===== config.mk =====
export PLATFORM = sky130hd
export DESIGN_NAME = writeback_logic_gen
export DESIGN_NICKNAME = d
export VERILOG_FILES = /design/src/rtl/bert_mem_pkg.sv /design/src/rtl/wb_addr_gen.sv /design/src/rtl/writeback_logic_gen.sv
export SDC_FILE = /design/constraint.sdc
export NUM_CORES = 1
export LEC_CHECK = 0
export CORE_AREA = 2 2 214 216
export CTS_BUF_LIST = sky130_fd_sc_hd__clkbuf_8
export CTS_CLUSTER_DIAMETER = 60
export DETAILED_ROUTE_END_ITERATION = 16
export DIE_AREA = 0 0 216 218
export PLACE_DENSITY_LB_ADDON = 0.15
export SYNTH_ARGS = -nofsm -noshare
export SYNTH_HDL_FRONTEND = slang
export SYNTH_SLANG_ARGS = --single-unit

===== constraint.sdc =====
create_clock -name clk -period 8 [get_ports clk]
set_input_delay 1.2 -clock clk [delete_from_list [all_inputs] [get_ports clk]]
set_output_delay 1.2 -clock clk [all_outputs]
set_load 0.05 [all_outputs]

===== src/rtl/bert_mem_pkg.sv =====
// Shared constants, helper functions and FSM encoding for the BERT memory front-end.
package bert_mem_pkg;

    localparam int unsigned MAX_BUFFER_SEL = 4;

    typedef enum logic [1:0] {
        IDLE  = 2'd0,
        STORE = 2'd1,
        DONE  = 2'd2
    } wb_state_e;

    function automatic int unsigned elems_f(input int unsigned data_width, input int unsigned num_bits);
        return data_width / num_bits;
    endfunction

    function automatic int unsigned wpr_f(input int unsigned cols, input int unsigned elems);
        return cols / elems;
    endfunction

    function automatic int unsigned tile_words_f(input int unsigned tile_rows, input int unsigned wpr);
        return tile_rows * wpr;
    endfunction

    function automatic int unsigned region_words_f(input int unsigned rows, input int unsigned wpr);
        return rows * wpr;
    endfunction

endpackage


===== src/rtl/wb_addr_gen.sv =====
// Row/word counters, per-region tile offset and the row-major/transposed address mux.
module wb_addr_gen
    import bert_mem_pkg::*;
#(
    parameter int unsigned ADDR_WIDTH    = 16,
    parameter int unsigned WPR           = 24,
    parameter int unsigned TILE_ROWS     = 32,
    parameter int unsigned ORIGINAL_ROWS = 512
) (
    input  logic                  clk,
    input  logic                  rst,
    input  logic                  load_i,
    input  logic                  beat_i,
    input  logic                  done_i,
    input  logic                  idle_i,
    input  logic                  clr_i,
    input  logic [2:0]            sel_i,
    input  logic                  tc_i,
    output logic [ADDR_WIDTH-1:0] addr_c,
    output logic                  last_c
);

    localparam int unsigned TILE_WORDS   = tile_words_f(TILE_ROWS, WPR);
    localparam int unsigned REGION_WORDS = region_words_f(ORIGINAL_ROWS, WPR);
    localparam int unsigned ROW_W        = $clog2(TILE_ROWS);
    localparam int unsigned WORD_W       = $clog2(WPR);

    logic [ROW_W-1:0]  row_q, row_d;
    logic [WORD_W-1:0] word_q, word_d;
    logic [31:0]       base_q, base_d;
    logic [31:0]       off_q, off_d;
    logic [31:0]       off_inc;
    logic [31:0]       local_off;
    logic              tc_q, tc_d;
    logic              pend_q, pend_d;

    always_comb begin
        row_d     = row_q;
        word_d    = word_q;
        base_d    = base_q;
        tc_d      = tc_q;
        off_d     = off_q;
        pend_d    = pend_q;
        off_inc   = off_q + TILE_WORDS;
        last_c    = (row_q == ROW_W'(TILE_ROWS - 1)) && (word_q == WORD_W'(WPR - 1));

        if (load_i) begin
            base_d = 32'(sel_i) * REGION_WORDS;
            tc_d   = tc_i;
            row_d  = '0;
            word_d = '0;
        end else if (beat_i) begin
            if (word_q == WORD_W'(WPR - 1)) begin
                word_d = '0;
                row_d  = row_q + ROW_W'(1);
            end else begin
                word_d = word_q + WORD_W'(1);
            end
        end

        // An offset clear seen while busy is deferred to DONE and replaces the advance.
        if (idle_i) begin
            if (clr_i) begin
                off_d = '0;
            end
        end else if (done_i) begin
            off_d  = (pend_q || clr_i || (off_inc >= REGION_WORDS)) ? 32'd0 : off_inc;
            pend_d = 1'b0;
        end else if (clr_i) begin
            pend_d = 1'b1;
        end

        local_off = tc_q ? (32'(word_q) * TILE_ROWS + 32'(row_q))
                         : (32'(row_q) * WPR + 32'(word_q));
        addr_c    = ADDR_WIDTH'(base_q + off_q + local_off);
    end

    always_ff @(posedge clk) begin
        if (rst) begin
            row_q  <= '0;
            word_q <= '0;
            base_q <= '0;
            off_q  <= '0;
            tc_q   <= 1'b0;
            pend_q <= 1'b0;
        end else begin
            row_q  <= row_d;
            word_q <= word_d;
            base_q <= base_d;
            off_q  <= off_d;
            tc_q   <= tc_d;
            pend_q <= pend_d;
        end
    end

endmodule


===== src/rtl/writeback_logic_gen.sv =====
// Writeback stream-to-BRAM Port A writer: FSM, handshake and registered write port.
// Optional accepted-beat counter enabled by defining WB_BEAT_COUNT_EN.
module writeback_logic_gen
    import bert_mem_pkg::*;
#(
    parameter int unsigned ADDR_WIDTH       = 16,
    parameter int unsigned ORIGINAL_COLUMNS = 768,
    parameter int unsigned ORIGINAL_ROWS    = 512,
    parameter int unsigned NUM_BITS         = 8,
    parameter int unsigned DATA_WIDTH       = 256,
    parameter int unsigned TILE_ROWS        = 32
) (
    input  logic                  clk,
    input  logic                  rst,
    input  logic                  start_store,
    input  logic                  reset_addr_counter,
    input  logic [2:0]            Buffer_Select,
    input  logic                  Tiles_Control,
    input  logic                  s_valid,
    output logic                  s_ready,
    input  logic [DATA_WIDTH-1:0] s_data,
    output logic                  bram_en,
    output logic                  bram_we,
    output logic [ADDR_WIDTH-1:0] bram_addr,
    output logic [DATA_WIDTH-1:0] bram_din,
    output logic                  store_done,
    output logic                  busy
`ifdef WB_BEAT_COUNT_EN
   ,input  logic                  beat_count_clr,
    output logic [31:0]           beat_count
`endif
);

    localparam int unsigned ELEMS = elems_f(DATA_WIDTH, NUM_BITS);
    localparam int unsigned WPR   = wpr_f(ORIGINAL_COLUMNS, ELEMS);

    wb_state_e             state_q, state_d;
    logic                  beat, load, done_c, idle_c, last_c;
    logic [ADDR_WIDTH-1:0] addr_c;

    logic                  s_ready_q, s_ready_d;
    logic                  bram_en_q, bram_en_d;
    logic [ADDR_WIDTH-1:0] bram_addr_q, bram_addr_d;
    logic [DATA_WIDTH-1:0] bram_din_q, bram_din_d;
    logic                  store_done_q, store_done_d;
    logic                  busy_q, busy_d;

    wb_addr_gen #(
        .ADDR_WIDTH    (ADDR_WIDTH),
        .WPR           (WPR),
        .TILE_ROWS     (TILE_ROWS),
        .ORIGINAL_ROWS (ORIGINAL_ROWS)
    ) u_addr_gen (
        .clk    (clk),
        .rst    (rst),
        .load_i (load),
        .beat_i (beat),
        .done_i (done_c),
        .idle_i (idle_c),
        .clr_i  (reset_addr_counter),
        .sel_i  (Buffer_Select),
        .tc_i   (Tiles_Control),
        .addr_c (addr_c),
        .last_c (last_c)
    );

    // Next state and next values of the registered write port.
    always_comb begin
        state_d = state_q;
        load    = 1'b0;
        beat    = s_valid && s_ready_q;
        done_c  = (state_q == DONE);
        idle_c  = (state_q == IDLE);

        unique case (state_q)
            IDLE: begin
                if (start_store && (Buffer_Select <= 3'(MAX_BUFFER_SEL))) begin
                    state_d = STORE;
                    load    = 1'b1;
                end
            end
            STORE: begin
                if (beat && last_c) begin
                    state_d = DONE;
                end
            end
            DONE:    state_d = IDLE;
            default: state_d = IDLE;
        endcase

        bram_en_d    = beat;
        bram_addr_d  = beat ? addr_c : bram_addr_q;
        bram_din_d   = beat ? s_data : bram_din_q;
        s_ready_d    = (state_d == STORE);
        store_done_d = (state_d == DONE);
        busy_d       = (state_d != IDLE);
    end

    always_ff @(posedge clk) begin
        if (rst) begin
            state_q <= IDLE;
        end else begin
            state_q <= state_d;
        end
    end

    always_ff @(posedge clk) begin
        if (rst) begin
            s_ready_q    <= 1'b0;
            bram_en_q    <= 1'b0;
            bram_addr_q  <= '0;
            bram_din_q   <= '0;
            store_done_q <= 1'b0;
            busy_q       <= 1'b0;
        end else begin
            s_ready_q    <= s_ready_d;
            bram_en_q    <= bram_en_d;
            bram_addr_q  <= bram_addr_d;
            bram_din_q   <= bram_din_d;
            store_done_q <= store_done_d;
            busy_q       <= busy_d;
        end
    end

    assign s_ready    = s_ready_q;
    assign bram_en    = bram_en_q;
    assign bram_we    = bram_en_q;
    assign bram_addr  = bram_addr_q;
    assign bram_din   = bram_din_q;
    assign store_done = store_done_q;
    assign busy       = busy_q;

`ifdef WB_BEAT_COUNT_EN
    logic [31:0] beat_count_q;

    // Clear has priority over a beat in the same cycle.
    always_ff @(posedge clk) begin
        if (rst || beat_count_clr) begin
            beat_count_q <= '0;
        end else if (beat) begin
            beat_count_q <= beat_count_q + 32'd1;
        end
    end

    assign beat_count = beat_count_q;
`endif

endmodule


==> results.sh, run 1 <==
export IMPL_status="completed"
export IMPL_fmax_mhz=259.2
export IMPL_grt_pass1_vias=11760
export IMPL_p_int_uw=2720
export IMPL_p_leak_uw=0.006828
export IMPL_setup_viol=0
export IMPL_dieArea_mm2=0.04709
export IMPL_worst_slew_pin_transition_ns=1.089
export IMPL_start_kind="register"
export IMPL_placeableCoreArea_mm2=0.04489
export IMPL_yosysMostFrequentCell="nand2_1"
export IMPL_start_util_pct=27.20
export IMPL_detail_route_antenna_nets=0
export IMPL_ys_flop_type="dfxtp_1"
export IMPL_cts_htree_levels=2
export IMPL_wire_per_inst_um=17.24
export IMPL_avgViaCountPerCell=4.524
export IMPL_synth_seq_area_share_pct=52.13
export IMPL_period_minus_slack_ns=3.857
export IMPL_grt_overflow=0
export IMPL_area_growth_pct=57.38
export IMPL_ioPinCount=542
export IMPL_critPathRequiredTime_ns=8.52
export IMPL_worst_path_largest_cell_delay_ns=0.43
export IMPL_num_rows=78
export IMPL_cp_arrival_ns=4.38
export IMPL_drc_errors=0
export IMPL_rsz0062_at_grt="false"
export IMPL_maxCapViolCount=0
export IMPL_syn_nets=1806
export IMPL_routed_wl_mm=46.01
export IMPL_cts_resized=0
export IMPL_synth_warnings=0
export IMPL_dieWidth_um=216
export IMPL_synthTopCellsByArea="dfxtp_1 52%, nand2_1 17%, a21oi_1 11%"
export IMPL_synth_seq_cells=318
export IMPL_switching_share_pct=28.03
export IMPL_skew_ns=0.01254
export IMPL_slew_headroom_pct=27.38
export IMPL_grtUsageTotal_pct=18.71
export IMPL_finalSetupTns_ns=0
export IMPL_numPortBuffers=541
export IMPL_synth_top_area_share_pct=52.13
export IMPL_root_buffer="clkbuf_8"
export IMPL_cp_max_fo=6
export IMPL_synth_area_mm2=0.01221
export IMPL_cts_tree="done"
export IMPL_vias=12070
export IMPL_nNetsFinal=2311
export IMPL_grt_pass1_wl_mm=69.00
export IMPL_drt_iter0_drc=728
export IMPL_power_density_mw_per_mm2=196.7
export IMPL_placedCellCount=2564
export IMPL_synth_edf_count=0
export IMPL_drive_above_1_share_pct=5.044
export IMPL_ys_async_sr_fraction_pct=0
export IMPL_layout_cells_non_filler=2668
export IMPL_crit_slowest_cell="fa_1"
export IMPL_antenna_found_initial=6
export IMPL_synth_cell_types=69
export IMPL_vdd_ir_drop_max_uv=125.3
export IMPL_clock_power_share_pct=40.4
export IMPL_drtPass1Iterations=4
export IMPL_slew_viol_final=0
export IMPL_path_clk_slew_ns=0.06
export IMPL_clk_latency_ns=0.63
export IMPL_clockBufferDepth=3
export IMPL_clock_sinks=318
export IMPL_p_sw_uw=1060
export IMPL_postCtsSetupBuffers=0
export IMPL_syn_avg_cell_area_um2=8.039
export IMPL_seqPwrFrac_pct=44.2
export IMPL_hpwlAfterDp_mm=32.20
export IMPL_critPathKind="register to register"
export IMPL_gp_congestion=0.8031
export IMPL_timing_final_hold_violations=0
export IMPL_synth_top_cell_by_area="dfxtp_1"
export IMPL_end_kind="register"
export IMPL_numCtsBuffers=58
export IMPL_die_y_um=218
export IMPL_crit_chain="ha_1 -> inv_1 -> fa_1 -> nand2b_1 -> a21oi_1 -> nor2_1 -> xnor2_1 -> nand2b_1 -> a22o_1 -> o31a_1 -> ha_1 -> a21o_1 -> a21o_1 -> a41o_1 -> and3b_1 -> o311a_1"
export IMPL_synth_common_cells="544 x nand2_1, 318 x dfxtp_1, 276 x a21oi_1"
export IMPL_grt_max_degree=194
export IMPL_syn_inst=1519
export IMPL_hp_class="register to register"
export IMPL_cts_hold_buffers_added=0
export IMPL_pwr_share_comb_pct=15.4
export IMPL_finalCritPeriodShare_pct=48.22
==> per-stage QoR <==
stage	hold slack (ns)	worst slack (ns)	power, µW	cell area (µm²)	utilization [%]
after global routing	0.4687	3.920	3953	19220	42.80
after CTS	0.4529	4.162	3849	19200	42.78
final	0.4512	4.143	3780	19220	42.81
after detailed placement	0.4455	4.181	2288	18060	40.23
after floorplan	0.4585	4.423	2006	12210	-
after global placement	0.4411	4.218	2286	18060	40.23
==> state kept, by name (all words and copies together) (netlist names), 2 cells and up <==
name,count
bram_addr,16
bram_din,256
state_q,2
u_addr_gen.base_q,4
u_addr_gen.off_q,24
u_addr_gen.row_q,5
u_addr_gen.word_q,5
==> layout make-up <==
class                           instances  area (µm²)
Tap cell                              600       750.7
Fill cell                            4512       25670
Clock inverter                         25       140.1
Sequential cell                       318        6366
Multi-Input combinational cell       1081        5384
Inverter                               18       67.56
Clock buffer                           73        1005
Timing Repair Buffer                  547        5490
Antenna cell                            6       15.01
==> path summary, 6_finish.rpt <==
kind	startpoint	end	slack (ns)	cells after the start
max	u_addr_gen.row_q[0]$_SDFFE_PP0P_	bram_addr[12]$_SDFFE_PP0P_	4.14	16
min	bram_din[250]$_SDFFE_PP0P_	bram_din[250]$_SDFFE_PP0P_	0.45	2
max reg2reg	u_addr_gen.row_q[0]$_SDFFE_PP0P_	bram_addr[12]$_SDFFE_PP0P_	4.14	16
min reg2reg	bram_din[250]$_SDFFE_PP0P_	bram_din[250]$_SDFFE_PP0P_	0.45	2
==> critical path, delay by kind of cell (launching register included) <==
kind | cells | cell delay, ns
buffers and inverters | 1 | 0.08
flip-flops | 1 | 0.41
adder cells (fa/ha/maj) | 3 | 1.01
AO/OA/AOI/OAI | 7 | 1.51
AND/OR/NAND/NOR | 4 | 0.57
XOR/XNOR | 1 | 0.16
==> placed cells by master, fill, tap and decap left out, types with 3 or more instances in the layout <==
| cell | n |
|---|---|
| nand2_1 | 543 |
| nand4_1 | 9 |
| clkdlybuf4s50_1 | 540 |
| nor4_1 | 3 |
| xnor2_1 | 18 |
| inv_1 | 34 |
| buf_4 | 4 |
| and3_1 | 21 |
| nand3_1 | 11 |
| ha_1 | 19 |
| or3_1 | 4 |
| clkbuf_8 | 73 |
| nor4b_1 | 3 |
| nor3b_1 | 3 |
| a31oi_1 | 11 |
| diode_2 | 6 |
| mux2i_1 | 10 |
| dfxtp_1 | 318 |
| a211oi_1 | 7 |
| xor2_1 | 10 |
| nand2b_1 | 5 |
| clkinv_2 | 3 |
| a41oi_1 | 5 |
| clkinvlp_4 | 3 |
| o21ai_0 | 7 |
| fa_1 | 3 |
| nand3b_1 | 3 |
| nor3_1 | 14 |
| nor2_1 | 41 |
| a21o_1 | 4 |
| a21oi_1 | 276 |
==> metal layers <==
metal	vias to the layer above	share of wire [%]	global-route usage, %
li1	6048	-	-
met1	5512	39	21.18
met2	422	49	31.62
met3	89	8.6	6.736
met4	0	3.2	8.402
met5	-	0	0
==> power by group through the flow <==
stage          registers, µW  logic, µW  clock network, µW
2_1_floorplan           1870        132                  0
3_3_place_gp            1700        586                  0
3_5_place_dp            1700        586                  0
4_1_cts                 1670        588               1590
5_1_grt                 1670        619               1660
6_report                1670        582               1530
==> cells by family (layout without fill, tap and decap cells) <==
logic type      Yosys count  in the layout  share of synthesized area (%)
other cells               1              7                        0.03071
buf+inv                 120            663                          3.863
compound gates          335            335                          15.03
xor+xnor                 29             29                          2.193
mux                      12             12                          1.004
simple gates            682            682                          23.31
flops                   318            318                          52.13
fa+ha+maj                22             22                          2.439
No activity file was read; power rests on OpenSTA's default activity.
==> run 2, diff against run 1 <==
--- a/config.mk
+++ b/config.mk
@@ -5,11 +5,11 @@
 export SDC_FILE = /design/constraint.sdc
 export NUM_CORES = 1
 export LEC_CHECK = 0
-export CORE_AREA = 2 2 214 216
+export CORE_AREA = 2 2 209 211
 export CTS_BUF_LIST = sky130_fd_sc_hd__clkbuf_8
 export CTS_CLUSTER_DIAMETER = 60
 export DETAILED_ROUTE_END_ITERATION = 16
-export DIE_AREA = 0 0 216 218
+export DIE_AREA = 0 0 211 213
 export PLACE_DENSITY_LB_ADDON = 0.15
 export SYNTH_ARGS = -nofsm -noshare
 export SYNTH_HDL_FRONTEND = slang
==> constraint.sdc (replaced) <==
create_clock -name clk -period 3.5 [get_ports clk]
set_input_delay 0.525 -clock clk [delete_from_list [all_inputs] [get_ports clk]]
set_output_delay 0.525 -clock clk [all_outputs]
set_load 0.05 [all_outputs]
==> run 2 against run 1 <==
Sequential share of layout area decreased by 0.22 points. Flip-flop and latch count unchanged. Worst setup slack lost 4.0 ns. Critical path type unchanged. Register-to-register slack got worse by 4.0 ns. Combinational power increased by 130%. Final area is 0.78% higher. Routed wire length fell by 0.12%. Global-route usage grew 0.74 points.
==> results.sh, run 2 (synthesis gave the netlist of run 1 again) <==
export IMPL_r2r_cells=18
export IMPL_grt_max_degree=187
export IMPL_period_minus_slack_ns=3.362
export IMPL_path_clk_slew_ns=0.06
export IMPL_timing_rr_end="bram_addr[13]$_SDFFE_PP0P_"
export IMPL_drtPass1Iterations=5
export IMPL_placeableCoreArea_mm2=0.04270
export IMPL_antenna_found_initial=1
export IMPL_cp_max_fo=3
export IMPL_cts_hold_buffers_added=0
export IMPL_clockBufferDepth=3
export IMPL_critPathRequiredTime_ns=4.07
export IMPL_status="completed"
export IMPL_hp_class="primary input to register"
export IMPL_reg2reg_from="u_addr_gen.row_q[1]$_SDFFE_PP0P_"
export IMPL_numPortBuffers=541
export IMPL_finalCritPeriodShare_pct=96.06
export IMPL_hold_path_end="bram_din[102]$_SDFFE_PP0P_"
export IMPL_worst_path_largest_cell_delay_ns=0.36
export IMPL_end_kind="register"
export IMPL_wire_per_inst_um=17.46
export IMPL_skew_ns=0.03659
export IMPL_die_y_um=213
export IMPL_area_growth_pct=58.61
export IMPL_drive_above_1_share_pct=6.190
export IMPL_r2r_slack_ns=0.14
export IMPL_clk_latency_ns=0.65
export IMPL_routed_wl_mm=45.95
export IMPL_largest_reg_flops=256
export IMPL_avgViaCountPerCell=4.624
export IMPL_crit_start="u_addr_gen.row_q[1]$_SDFFE_PP0P_"
export IMPL_detail_route_antenna_nets=0
export IMPL_grtUsageTotal_pct=19.45
export IMPL_cts_tree="done"
export IMPL_cp_arrival_ns=3.93
export IMPL_min_path_cells=3
export IMPL_power_density_mw_per_mm2=446.8
export IMPL_crit_slowest_cell="dfxtp_4"
export IMPL_grt_pass1_vias=11730
export IMPL_layout_cells_non_filler=2631
export IMPL_final_cell_mix="543 x nand2_1, 540 x clkdlybuf4s50_1, 315 x dfxtp_1"
export IMPL_gp_congestion=0.8234
export IMPL_slew_viol_final=0
export IMPL_vias=12170
export IMPL_maxCapViolCount=0
export IMPL_critPathKind="register to register"
export IMPL_numCtsBuffers=58
export IMPL_num_rows=76
export IMPL_start_kind="register"
export IMPL_ioPinCount=542
export IMPL_timing_final_hold_violations=0
export IMPL_placedCellCount=2523
export IMPL_utilization_pct=45.36
export IMPL_hold_path_startpoint="s_data[102]"
export IMPL_hpwlAfterDp_mm=32.09
export IMPL_clock_sinks=318
export IMPL_p_leak_uw=0.006964
export IMPL_drc_errors=0
export IMPL_vdd_ir_drop_max_uv=263.7
export IMPL_setup_viol=0
export IMPL_final_common_cell="nand2_1"
export IMPL_grt_pass1_wl_mm=68.03
export IMPL_crit_chain="ha_4 -> inv_1 -> fa_2 -> nand2b_1 -> a21oi_1 -> nor2_1 -> xnor2_1 -> nand2b_4 -> a22o_1 -> o31a_1 -> ha_4 -> a21o_1 -> a21o_1 -> buf_4 -> a31oi_4 -> xnor2_1 -> nand2_1 -> a21oi_1"
export IMPL_nNetsFinal=2327
export IMPL_fmax_mhz=297.4
export IMPL_dieWidth_um=211
export IMPL_dieArea_mm2=0.04494
export IMPL_cts_htree_levels=2
export IMPL_slew_headroom_pct=24.65
export IMPL_grt_overflow=0
export IMPL_root_buffer="clkbuf_8"
export IMPL_worst_slew_pin_transition_ns=1.130
export IMPL_drt_iter0_drc=609
export IMPL_start_util_pct=28.60
run 2: cell types whose count changed in the layout (fill, tap and decap cells not counted), sizes merged:
cell	change
clkbuf	-1
inv	+9
buf	+15
clkinvlp	-1
diode	-5
run 2: cell type report:
class	count	area, µm²
fillers	4261	23330
flip-flops and latches	318	6372
repair buffers	563	5647
multi-input cells	1081	5453
clock buffers	71	977.2
well taps	546	683.2
clock inverters	33	166.4
inverters	18	67.56
diodes	1	2.502
run 2: timing repair:
action / CTS / global route
endpoints found under the setup margin: 2 / 5
pin swaps: 0 / 3
setup buffers: 0 / 3
resized for setup: 2 / 12
run 2: critical path, delay by kind of cell, from the launching register on:
kind	cells	cell delay, ns
xor gates and xnor gates	2	0.29
DFF	1	0.36
and+or+nand+nor	4	0.44
AOI/OAI and AO/OA	7	1.31
adders and majority gates	3	0.70
buffers and inverters	2	0.20
run 2: how the worst max path moves through the flow:
| stage | to | slack, ns | depth (start not counted) |
|---|---|---|---|
| 6_report | bram_addr[13]$_SDFFE_PP0P_ | 0.14 | 18 |
| 5_1_grt | bram_addr[13]$_SDFFE_PP0P_ | -0.02 | 18 |
| 4_1_cts | bram_addr[13]$_SDFFE_PP0P_ | 0.009 | 18 |
| 3_5_place_dp | bram_addr[13]$_SDFFE_PP0P_ | 0.01 | 17 |
| 3_3_place_gp | bram_addr[12]$_SDFFE_PP0P_ | 0.07 | 16 |
| 2_1_floorplan | bram_addr[12]$_SDFFE_PP0P_ | 0.008 | 16 |
run 2: routing by layer:
metal,routed length [µm],global-route usage [%],vias up
met1,18070,22.64,5618
met2,23000,33.11,398
met5,0,0,-
met4,1221,7.479,0
li1,-,-,6083
met3,3659,6.457,67
run 2: report_power, final:
part / total (µW) / internal, µW / leakage [µW] / switching [µW]
Clock: 3500 / 1890 / 0.000680 / 1610
Combinational: 1340 / 553 / 0.00370 / 791
Sequential: 3810 / 3740 / 0.00258 / 68.1
Total: 8650 / 6190 / 0.00696 / 2470
run 2: stage by stage:
step / total power, µW / area (µm²) / setup WS, ns / TNS (ns) / hold slack [ns]
after detailed placement: 5240 / 18140 / 0.01160 / 0 / 0.4455
after CTS: 8794 / 19280 / 0.008719 / 0 / 0.3565
final: 8654 / 19370 / 0.1380 / 0 / 0.4185
after global placement: 5236 / 18140 / 0.07357 / 0 / 0.4412
after global routing: 9039 / 19370 / -0.01657 / -0.03620 / 0.3912
after floorplan: 4586 / 12220 / 0.007890 / 0 / 0.4585
